## config.mk

```make
export PLATFORM = sky130hd
export DESIGN_NAME = bus_arbiter4
export DESIGN_NICKNAME = d
export VERILOG_FILES = /design/src/rtl/bus_arbiter4_pkg.sv /design/src/rtl/bus_arbiter4_rr_pick4.sv /design/src/rtl/bus_arbiter4.sv
export SDC_FILE = /design/constraint.sdc
export NUM_CORES = 1
export LEC_CHECK = 0
export ABC_AREA = 1
export BUFFER_PORTS_ARGS = -buffer_cell sky130_fd_sc_hd__buf_2
export CAP_MARGIN = 40
export CORE_ASPECT_RATIO = 1.5
export CORE_UTILIZATION = 30
export CTS_CLUSTER_SIZE = 25
export DETAILED_ROUTE_END_ITERATION = 7
export HOLD_SLACK_MARGIN = 0.08
export PLACE_DENSITY_LB_ADDON = 0.25
export SYNTH_ARGS = -nofsm -noshare
export SYNTH_HDL_FRONTEND = slang
export SYNTH_SLANG_ARGS = --single-unit
```

## constraint.sdc

```tcl
create_clock -name clk -period 2.2 [get_ports clk]
set_input_delay 0.22 -clock clk [delete_from_list [all_inputs] [get_ports clk]]
set_output_delay 0.22 -clock clk [all_outputs]
set_load 0.02 [all_outputs]
```

## src/rtl/bus_arbiter4_pkg.sv

```systemverilog
// Shared definitions for the four-way round-robin output arbiter: sizes,
// FSM state encodings and the pointer reset value.
package bus_arbiter4_pkg;

  localparam int NREQ  = 4;
  localparam int SEL_W = 2;

  typedef enum logic {
    ST_IDLE = 1'b0,
    ST_HOLD = 1'b1
  } state_e;

  // Pointer starts at the last index so requester 0 has first priority.
  localparam logic [SEL_W-1:0] LAST_RST = 2'b11;

  function automatic logic [NREQ-1:0] onehot(input logic [SEL_W-1:0] idx);
    return NREQ'(1) << idx;
  endfunction

endpackage

```

## src/rtl/bus_arbiter4_rr_pick4.sv

```systemverilog
// Combinational round-robin picker: scans the candidate mask starting one
// position after the previous winner and returns the first set bit.
module rr_pick4
  import bus_arbiter4_pkg::*;
(
  input  logic [NREQ-1:0]  cand,
  input  logic [SEL_W-1:0] last,
  output logic             gnt_v,
  output logic [SEL_W-1:0] gnt_idx
);

  always_comb begin
    logic [SEL_W-1:0] idx;
    // NOTE: every variable gets a default before any conditional write so no latch is inferred.
    gnt_v   = 1'b0;
    gnt_idx = '0;
    idx     = '0;
    // Offsets 1..NREQ wrap modulo NREQ; the last offset revisits the previous winner.
    for (int k = 1; k <= NREQ; k++) begin
      idx = last + SEL_W'(k);
      if (!gnt_v && cand[idx]) begin
        gnt_v   = 1'b1;
        gnt_idx = idx;
      end
    end
  end

endmodule

```

## src/rtl/bus_arbiter4.sv

```systemverilog
// Four-requester round-robin arbiter feeding one registered valid/ready output
// channel; a transfer can re-grant and capture in the same edge.
module bus_arbiter4
  import bus_arbiter4_pkg::*;
#(
  parameter int DATA_W = 32
) (
  input  logic              clk,
  input  logic              reset,
  input  logic [NREQ-1:0]   req,
  input  logic [DATA_W-1:0] data0,
  input  logic [DATA_W-1:0] data1,
  input  logic [DATA_W-1:0] data2,
  input  logic [DATA_W-1:0] data3,
  output logic [NREQ-1:0]   ack,
  output logic [SEL_W-1:0]  sel,
  output logic              out_valid,
  output logic [DATA_W-1:0] out_data,
  input  logic              out_ready,
  output logic              busy
);

  state_e             state_q, state_d;
  logic [SEL_W-1:0]   sel_q, sel_d;
  logic [SEL_W-1:0]   last_q, last_d;
  logic [DATA_W-1:0]  data_q, data_d;
  logic [DATA_W-1:0]  data_mux;
  logic [NREQ-1:0]    cand;
  logic               gnt_v;
  logic [SEL_W-1:0]   gnt_idx;
  logic               grant;

  // A requester acked this cycle still shows its old word, so exclude it.
  assign cand  = req & ~ack;
  assign grant = gnt_v & ((state_q == ST_IDLE) | out_ready);

  rr_pick4 u_pick (
    .cand    (cand),
    .last    (last_q),
    .gnt_v   (gnt_v),
    .gnt_idx (gnt_idx)
  );

  always_comb begin
    data_mux = data0;
    case (gnt_idx)
      2'd0:    data_mux = data0;
      2'd1:    data_mux = data1;
      2'd2:    data_mux = data2;
      default: data_mux = data3;
    endcase
  end

  // State register
  always_ff @(posedge clk) begin
    // NOTE: sequential state uses non-blocking assignments so every register samples pre-edge values.
    if (reset) state_q <= ST_IDLE;
    else       state_q <= state_d;
  end

  // Next-state logic
  always_comb begin
    state_d = state_q;
    case (state_q)
      ST_IDLE: if (gnt_v) state_d = ST_HOLD;
      ST_HOLD: if (out_ready && !gnt_v) state_d = ST_IDLE;
      default: state_d = ST_IDLE;
    endcase
  end

  // Outputs; reset suppresses ack so a discarded word is never reported as accepted.
  always_comb begin
    out_valid = (state_q == ST_HOLD);
    busy      = out_valid;
    ack       = onehot(sel_q) & {NREQ{out_valid & out_ready & ~reset}};
  end

  always_comb begin
    sel_d  = sel_q;
    last_d = last_q;
    data_d = data_q;
    if (grant) begin
      sel_d  = gnt_idx;
      last_d = gnt_idx;
      data_d = data_mux;
    end
  end

  always_ff @(posedge clk) begin
    if (reset) begin
      sel_q  <= '0;
      last_q <= LAST_RST;
      data_q <= '0;
    end else begin
      sel_q  <= sel_d;
      last_q <= last_d;
      data_q <= data_d;
    end
  end

  assign sel      = sel_q;
  assign out_data = data_q;

endmodule

```

After elaboration in Yosys (flattened, before gate mapping)
Cells that the tools add are included.
- flip-flop bits (word level): 37
- latch bits: 0
- bits in writable memories: 0
- memory bits (read-only): 0
- output and inout port bits: 40
- memories: 0
- $add $sub $neg: 3
- $mul: 0
- div/mod/pow operators: 0
- order comparisons: 4
- equal/unequal tests: 2
- shift operators: 1
- muxes and demuxes: 20
- bitwise logic cells: 9
- reduce and logical (&&, ||, !) cells: 9
- operator list (operator ; number):
    $pmux W32 S3 ; 1
    $lt A2 B3 Y1 const B ; 4
    $mux W1 ; 10
    $and A4 B4 Y4 ; 2
    $bmux W1 S2 ; 4
    $mux W2 ; 4
    $add A2 B2 Y2 const B ; 2
    $logic_and A1 B1 Y1 ; 4
    $logic_not A1 Y1 ; 4
    $not A4 Y4 ; 1
    $shl A1 B2 Y4 const A ; 1
    $and A1 B1 Y1 ; 3
    $add A2 B1 Y2 const B ; 1
    $eq A2 B1 Y1 const B ; 1
    $eq A2 B2 Y1 const B ; 1
    $logic_not A2 Y1 ; 1
    $not A1 Y1 ; 2
    $pmux W1 S2 ; 1
    $or A1 B1 Y1 ; 1

Longest topological paths before layout
Gate-level depths: netlist of run 1.
- word-level depth: 21
- mapped depth: 18

Hierarchy
From an unflattened synthesis of run 1, not the netlist that was laid out.
- cells, all modules: 433
- area, all modules: 2590.0 um^2
- modules (own cells, without submodules) (module ; instances ; cells each ; area each (um^2)):
    bus_arbiter4 ; 1 ; 384 ; 2299.7
    rr_pick4 ; 1 ; 49 ; 290.3

Worst setup path before layout of run 1
Ideal clock, no wire load.
- path type: register to register
- start: register state_q (netlist: busy)
- end: register data_q[0] (netlist: out_data[0])
- arrival: 2016 ps
- slack: 56 ps
- cell stages (with the launch flop): 16
- buffers on the path: 1
- period minus slack after synthesis: 2144 ps
- path through: dfxtp_1 -> nand2_1 -> nor2_4 -> nand2_1 -> nand3_1 -> nand3_2 -> nand2_2 -> nand2_1 -> nor2_2 -> nand3_2 -> nand2_4 -> nand2_1 -> clkbuf_2 -> or2_0 -> nand2_1 -> a21oi_1
- word-level cells in the longest chain between the ends: 19
- ends and longest elaborated chain (item ; line ; text):
    from (decl) ; bus_arbiter4.sv:23 ; state_e state_q, state_d;
    from (signal assigned) ; bus_arbiter4.sv:58 ; else state_q <= state_d;
    $and A1 B1 Y1 (2 in a row) ; bus_arbiter4.sv:75 ; ack = onehot(sel_q) & {NREQ{out_valid & out_ready & ~reset}};
    $and A4 B4 Y4 ; bus_arbiter4.sv:75 ;
    $not A4 Y4 ; bus_arbiter4.sv:34 ; assign cand = req & ~ack;
    $and A4 B4 Y4 ; bus_arbiter4.sv:34 ;
    $bmux W1 S2 ; bus_arbiter4_rr_pick4.sv:21 ; if (!gnt_v && cand[idx]) begin
    $mux W1 (implied by the code) ; bus_arbiter4_rr_pick4.sv:21 ;
    $mux W1 ; bus_arbiter4_rr_pick4.sv:21 ;
    $logic_not A1 Y1 ; bus_arbiter4_rr_pick4.sv:21 ;
    [... 2 more ...] ; - ;
    $logic_not A1 Y1 ; bus_arbiter4_rr_pick4.sv:21 ;
    $logic_and A1 B1 Y1 ; bus_arbiter4_rr_pick4.sv:21 ;
    $mux W1 ; bus_arbiter4_rr_pick4.sv:21 ;
    $logic_not A1 Y1 ; bus_arbiter4_rr_pick4.sv:21 ;
    $logic_and A1 B1 Y1 ; bus_arbiter4_rr_pick4.sv:21 ;
    $mux W2 ; bus_arbiter4_rr_pick4.sv:21 ;
    $eq A2 B2 Y1 (tied with other cells) ; bus_arbiter4.sv:46 ; case (gnt_idx)
    $pmux W32 S3 ; bus_arbiter4.sv:46 ;
    to (signal assigned) ; bus_arbiter4.sv:97 ; data_q <= data_d;
    to (decl) ; bus_arbiter4.sv:26 ; logic [DATA_W-1:0] data_q, data_d;
Several ways; a longest one is shown, not always the timed one. The select of a mux whose other input is x is not followed.
A chain may end at the register's enable or synchronous reset.

Final worst setup path of run 1
- start: register state_q (netlist: busy)
- end: register data_q[14] (netlist: out_data[14])
Same word-level chain as after synthesis.

==> out/qor.csv, run 1 <==
stage;metric;value;unit
run_status;run_status;finished, final reports clean;
global_route;grt_start_max_net_pins;36;
power;ir_drop;1080;uV
route;drtPass1Iterations;5;
synth;netlist_instances;468;
placed_design;post_dp_cell_area;3880;um2
synth;synth_cell_types;25;
clocking;tritoncts;built;
worst_setup_path;timing.critical_path.from_type;register;
global_route;grt_pass1_vias;3480;
layout;fin_area;4260;um2
layout;diodes;0;
synth;postSynthAreaPerCell;6.02;um2
synth;synth_area;2820;um2
route;route.vias.total;3708;
global_route;grt_first_pass_wirelength;15900;um
timing;layout_min_cycle_time;2.14;ns
floorplanning;floorplan.die.height;121;um
worst_setup_path;cp-end-kind;register;
floorplanning;placement_rows;42;
layout;post_route_cells_drive_above_1_share;38.8;%
global_route;groute.usage.overall;21.0;%
global_route;globalRoute.totalOverflow;0;
clocking;worst_skew_pair.late_latency;0.28;ns
route;drtIter0Drc;150;
placed_design;gp_congestion;0.843;
floorplanning;std_cell_core_area;8990;um2
min_path;min_path_type;input port to register;
timing;timing.final.crit_share;97.1;%
route;drt-vias-per-instance;4.91;
timing;max_clock_freq;468;MHz
timing;setup_repair_after_global_routing_missed_its_margin;true;
placed_design;place.port_buffers;174;
clocking;clock-sinks;37;
timing;report.final.hold_viol_count;0;
layout;layout.cells.most_common;sky130_fd_sc_hd__buf_2;
synth;synthesis.nets;603;
route;remaining_drc_errors;0;
route;drt_wl_total;10600;um
clocking;cts_max_level;2;
worst_setup_path;cp.required;2.36;ns
floorplanning;die_w;81.1;um
flow_run;max_cap_viols;0;
worst_setup_path;worstPathArrival;2.29;ns
timing;max-slew-margin-rel;76.9;%
layout;layout.nets;779;
synth;synth-seq-cells;37;
clocking;tritoncts_buffer_count;5;
route;detail-route-antenna-nets;0;
synth;synth_seq_area_share;26.3;%
floorplanning;design.portCount;175;
power;power_density;1960;nW/um2
floorplanning;starting_utilization_of_the_core_area;31.3;%
route;wire_per_inst;14.0;um
layout;syn_to_final_growth;51.3;%
timing;tightestPinTransition;0.346;ns
layout;mostFrequentLayoutCells;sky130_fd_sc_hd__buf_2 (174), sky130_fd_sc_hd__nand3_1 (104), sky130_fd_sc_hd__nand2_1 (103);
power;power.total;8.35;mW
worst_setup_path;timing.critical_path.fanout_max;6;
clocking;cts.path.max_buffers;2;
floorplanning;die-area;9790;um2
synth;synthesis.yosys.warnings;0;
worst_setup_path;class_of_the_most_critical_setup_path;register to register;
clocking;cts_root_buf;sky130_fd_sc_hd__clkbuf_16;
timing;slew_viol_final;0;
timing;finClkSkew;0.00278;ns
clocking;clk_pin_slew;0.06;ns
global_route;initial_antenna_violation_count;0;
power;cellLeakagePower;2.30;nW
timing;finalSetupViolations;0;
placed_design;detailedPlacementHpwl;7840;um
==> synthesized netlist by cell type, drive strengths merged <==
library cell / instances / area, um2
nand3: 116 / 596
or2: 8 / 50.1
xnor2: 1 / 16.3
o211ai: 2 / 15.0
inv: 51 / 191
a21oi: 37 / 189
buf: 27 / 176
nand4: 1 / 6.26
o21ai: 42 / 210
dfxtp: 37 / 741
o21bai: 12 / 90.1
nand2: 117 / 452
clkbuf: 6 / 25.0
nor2: 11 / 58.8
==> flip-flops by register name, summed over array words and instances, names as in the netlist <==
name,cells
busy,1
last_q,2
out_data,32
sel,2
==> metrics by stage <==
stage | setup slack, ns | setup TNS, ns | utilization, % | instances | hold slack (ns)
after global placement | 0.0423 | 0 | 43.2 | 742 | 0.448
after detailed placement | -0.00826 | -0.00898 | 43.2 | 742 | 0.450
after CTS | 0.00260 | 0 | 44.8 | 750 | 0.251
final | 0.0631 | 0 | 47.4 | 755 | 0.265
after global routing | -0.0919 | -1.42 | 47.4 | 755 | 0.296
after floorplan | 0.0555 | 0 | - | 468 | 0.408
==> final timing paths <==
check,startpoint,endpoint,depth (start not counted),slack (ns)
setup / recovery,busy$_SDFF_PP0_,out_data[14]$_SDFFE_PP0P_,17,0.06
hold / removal,out_ready,busy$_SDFF_PP0_,4,0.26
setup reg to reg,busy$_SDFF_PP0_,out_data[14]$_SDFFE_PP0P_,17,0.06
hold reg to reg,out_data[13]$_SDFFE_PP0P_,out_data[13]$_SDFFE_PP0P_,2,0.46
==> timing repair <==
item / in CTS / in global routing
cloned: 0 / 3
endpoints found under the hold margin: 0 / 0
pin swaps: 1 / 10
resized for setup: 3 / 53
buffers inserted: 0 / 2
hold buffers: 0 / 0
endpoints found under the setup margin: 2 / 32
==> worst max-delay path, cell delays in order, from the launching register on <==
cell                      delay (ns)
sky130_fd_sc_hd__dfxtp_2        0.33
sky130_fd_sc_hd__nand2_2        0.06
sky130_fd_sc_hd__nor2_4         0.17
sky130_fd_sc_hd__nand2_2        0.11
sky130_fd_sc_hd__nand3_2        0.11
sky130_fd_sc_hd__nand2_2        0.07
sky130_fd_sc_hd__o21ai_1        0.14
sky130_fd_sc_hd__nand3_1        0.13
sky130_fd_sc_hd__nor2_2         0.17
sky130_fd_sc_hd__nor2_4         0.05
sky130_fd_sc_hd__buf_12         0.14
sky130_fd_sc_hd__nor2_4         0.12
sky130_fd_sc_hd__buf_4          0.16
sky130_fd_sc_hd__nand2_1        0.06
sky130_fd_sc_hd__nand2_1        0.05
sky130_fd_sc_hd__inv_1          0.04
sky130_fd_sc_hd__nand2_1        0.05
sky130_fd_sc_hd__a21oi_1        0.05
==> layer usage <==
metal | track usage (%) | vias up | wire (um)
li1 | - | 1898 | -
met1 | 23.3 | 1652 | 4050
met2 | 39.1 | 134 | 5770
met3 | 3.02 | 24 | 458
met4 | 7.81 | 0 | 309
met5 | 0 | - | 0
==> power by group <==
group | internal, mW | total, mW | switching [mW] | leakage, nW
combinational | 2.74 | 6.58 | 3.84 | 1.92
sequential | 0.921 | 1.07 | 0.151 | 0.307
clock | 0.416 | 0.696 | 0.280 | 0.0706
==> area by class of cell <==
class | instances | area (um2)
Fill cell | 947 | 4730
Sequential cell | 37 | 746
Clock buffer | 6 | 129
Inverter | 51 | 191
Timing Repair Buffer | 202 | 1240
Multi-Input combinational cell | 347 | 1800
Clock inverter | 2 | 10.0
Tap cell | 110 | 138
==> cell families after synthesis <==
logic type                count (synthesis)  share of synthesized area [%]
and+or+nand+nor                         253                           41.3
AOI/OAI and AO/OA                        93                           17.9
buffers and inverters                    84                           13.9
DFF                                      37                           26.3
xor gates and xnor gates                  1                          0.578
(Power assumes the default switching activity.)
==> run 2, diff against run 1 <==
--- a/config.mk
+++ b/config.mk
@@ -8,8 +8,10 @@
 export ABC_AREA = 1
 export BUFFER_PORTS_ARGS = -buffer_cell sky130_fd_sc_hd__buf_2
 export CAP_MARGIN = 40
+export CELL_PAD_IN_SITES_DETAIL_PLACEMENT = 1
+export CELL_PAD_IN_SITES_GLOBAL_PLACEMENT = 1
 export CORE_ASPECT_RATIO = 1.5
-export CORE_UTILIZATION = 30
+export CORE_UTILIZATION = 28
 export CTS_CLUSTER_SIZE = 25
 export DETAILED_ROUTE_END_ITERATION = 7
 export HOLD_SLACK_MARGIN = 0.08
==> constraint.sdc (replaced) <==
create_clock -name clk -period 2.2 [get_ports clk]
set_input_delay 0.22 -clock clk [delete_from_list [all_inputs] [get_ports clk]]
set_output_delay 0.22 -clock clk [all_outputs]
set_load 0.05 [all_outputs]
==> out/qor.csv, run 2 (synthesis gave the netlist of run 1 again) <==
stage;metric;value;unit
clocking;cts_max_level;2;
placed_design;detailedPlacementHpwl;9040;um
global_route;grt_first_pass_wirelength;18800;um
placed_design;dpl_worst_slack;0.00117;ns
power;power.total;9.22;mW
power;comb_pwr_share;80.7;%
timing;slew_viol_final;0;
timing;final_critical_path_setup_slack;-0.127;ns
worst_setup_path;worstPathArrival;2.48;ns
timing;tightestPinTransition;0.406;ns
route;detail-route-antenna-nets;0;
layout;fin_area;4400;um2
route;route.vias.total;3800;
timing;max_clock_freq;430;MHz
placed_design;post_dp_cell_area;3870;um2
min_path;min_path_type;input port to register;
worst_setup_path;delay_of_the_slowest_cell_on_the_worst_path;0.33;ns
global_route;initial_antenna_violation_count;0;
global_route;grt_pass1_vias;3964;
global_route;grt_start_max_net_pins;29;
layout;layout.filler_cells;1344;
worst_setup_path;class_of_the_most_critical_setup_path;register to register;
timing;setup_repair_after_global_routing_missed_its_margin;true;
route;drt-vias-per-instance;4.98;
worst_setup_path;timing.critical_path.from_type;register;
worst_setup_path;endpoint;out_data[4]$_SDFFE_PP0P_;
power;power_density;2090;nW/um2
worst_setup_path;timing.reg2reg.setup_slack;-0.13;ns
clocking;tritoncts_buffer_count;5;
power;cellInternalPower;4.23;mW
clocking;worst_skew_pair.late_latency;0.28;ns
worst_setup_path;critical_path_cell_count;18;
route;drt_wl_total;12300;um
timing;layout_min_cycle_time;2.33;ns
timing;timing.final.crit_share;106;%
layout;layout.cells.most_common;sky130_fd_sc_hd__buf_2;
flow_run;max_cap_viols;0;
timing;finalSetupViolations;30;
worst_setup_path;critical_path_buf_inv_count;2;
power;seqPwrFrac;11.6;%
floorplanning;floorplan.die.height;125;um
clocking;clk_pin_slew;0.06;ns
floorplanning;die_w;83.9;um
worst_setup_path;cp.required;2.36;ns
power;power.net_switching;4.99;mW
worst_setup_path;r2r_cells;18;
worst_setup_path;path_cells;nand2_2, nor2_4, nand2_2, nand3_2, nand3_2, nand2_4, nand2_2, nor2_4, nand2_1, nand2_2, nand2_4, nor2_4, clkbuf_16, nand2_1, nand2_1, inv_1, nand2_1, a21oi_1;
power;netSwitchingFraction;54.1;%
power;ir_drop;769;uV
worst_setup_path;cp-end-kind;register;
global_route;globalRoute.totalOverflow;0;
floorplanning;std_cell_core_area;9740;um2
power;clock_power_share;7.7;%
route;wire_per_inst;16.1;um
floorplanning;die-area;10500;um2
worst_setup_path;timing.critical_path.max_delay_family;simple AND/OR/NAND/NOR gates;
layout;layout.core_utilization;45.2;%
worst_setup_path;timing.rr.end;out_data[4]$_SDFFE_PP0P_;
layout;diodes;0;
timing;max-slew-margin-rel;72.9;%
run_status;run_status;finished with violations;
run_status;failing_checks;DRC, setup timing;
clocking;tritoncts;built;
layout;mostFrequentLayoutCells;sky130_fd_sc_hd__buf_2 (174), sky130_fd_sc_hd__nand3_1 (100), sky130_fd_sc_hd__nand2_1 (96);
timing;finClkSkew;0.00206;ns
clocking;hold_buffers;0;
route;drtIter0Drc;144;
clocking;cts_root_buf;sky130_fd_sc_hd__clkbuf_16;
timing;report.final.hold_viol_count;0;
floorplanning;starting_utilization_of_the_core_area;28.9;%
placed_design;gp_congestion;0.858;
power;cellLeakagePower;2.36;nW
route;remaining_drc_errors;14;
floorplanning;design.portCount;175;
clocking;cts.path.max_buffers;2;
floorplanning;placement_rows;44;
timing;timing.hold.ws;0.299;ns
layout;layout.nets;782;
worst_setup_path;cp_slowest_cell;sky130_fd_sc_hd__dfxtp_2;
route;drtPass1Iterations;6;
clocking;clock-sinks;37;
worst_setup_path;rr_startpoint;busy$_SDFF_PP0_;
layout;post_route_cells_drive_above_1_share;42.0;%
worst_setup_path;timing.critical_path.fanout_max;6;
global_route;groute.usage.overall;22.4;%
layout;syn_to_final_growth;56.4;%
worst_setup_path;worstSetupStartpoint;busy$_SDFF_PP0_;
placed_design;place.port_buffers;174;
layout;flip_flop_count_of_the_largest_register_all_copies_and_words_added;32;
## run 2: worst min-delay path, delay by kind of cell
| kind | cells | cell delay, ns |
|---|---|---|
| buf+inv | 1 | 0.07 |
| simple gates | 2 | 0.12 |
| compound gates | 1 | 0.13 |
## run 2: routing by layer
| layer | routed length [um] | share of wire [%] | global-route usage, % | up-vias |
|---|---|---|---|---|
| met5 | 0 | 0 | 0 | - |
| met4 | 227 | 1.8 | 6.19 | 0 |
| met3 | 425 | 3.5 | 3.05 | 15 |
| met2 | 6990 | 57 | 44.1 | 95 |
| met1 | 4660 | 38 | 24.4 | 1790 |
| li1 | - | - | - | 1900 |
## run 2: worst min path at each step
stage / start / to / slack, ns / cells after the start
after floorplan: out_ready / busy$_SDFF_PP0_ / 0.40 / 3
final: data3[8] / out_data[8]$_SDFFE_PP0P_ / 0.30 / 4
after CTS: out_ready / busy$_SDFF_PP0_ / 0.29 / 4
after global routing: data3[13] / out_data[13]$_SDFFE_PP0P_ / 0.32 / 5
after detailed placement: out_data[22]$_SDFFE_PP0P_ / out_data[22]$_SDFFE_PP0P_ / 0.45 / 2
after global placement: out_data[3]$_SDFFE_PP0P_ / out_data[3]$_SDFFE_PP0P_ / 0.45 / 2
## run 2: power by group through the flow
stage               Clock (mW)  Sequential [mW]  Combinational (mW)
global route             0.754             1.09                8.22
CTS                      0.730             1.06                6.38
finish                   0.713             1.07                7.44
floorplan                    0             1.72                4.04
detailed placement           0             1.07                6.30
global placement             0             1.06                6.16
## run 2: final cells by class
class / count / area, um2 / share of cell area, %
Clock inverter: 3 / 17.5 / 0.398
Inverter: 51 / 191 / 4.35
Tap cell: 115 / 144 / 3.27
Multi-Input combinational cell: 347 / 1920 / 43.7
Clock buffer: 5 / 125 / 2.84
Sequential cell: 37 / 746 / 16.9
Timing Repair Buffer: 205 / 1260 / 28.6
## run 2: through the flow
step	TNS, ns	instances
floorplan	0	468
global placement	0	749
detailed placement	0	749
CTS	0	757
global route	-5.92	763
finish	-1.70	763
## run 2: timing repair
action,4_1_cts,5_1_grt
setup buffers,0,4
pin swaps,1,30
resized for setup,6,79
endpoints found under the setup margin,10,36
hold endpoints to repair,0,0
cloned,0,2
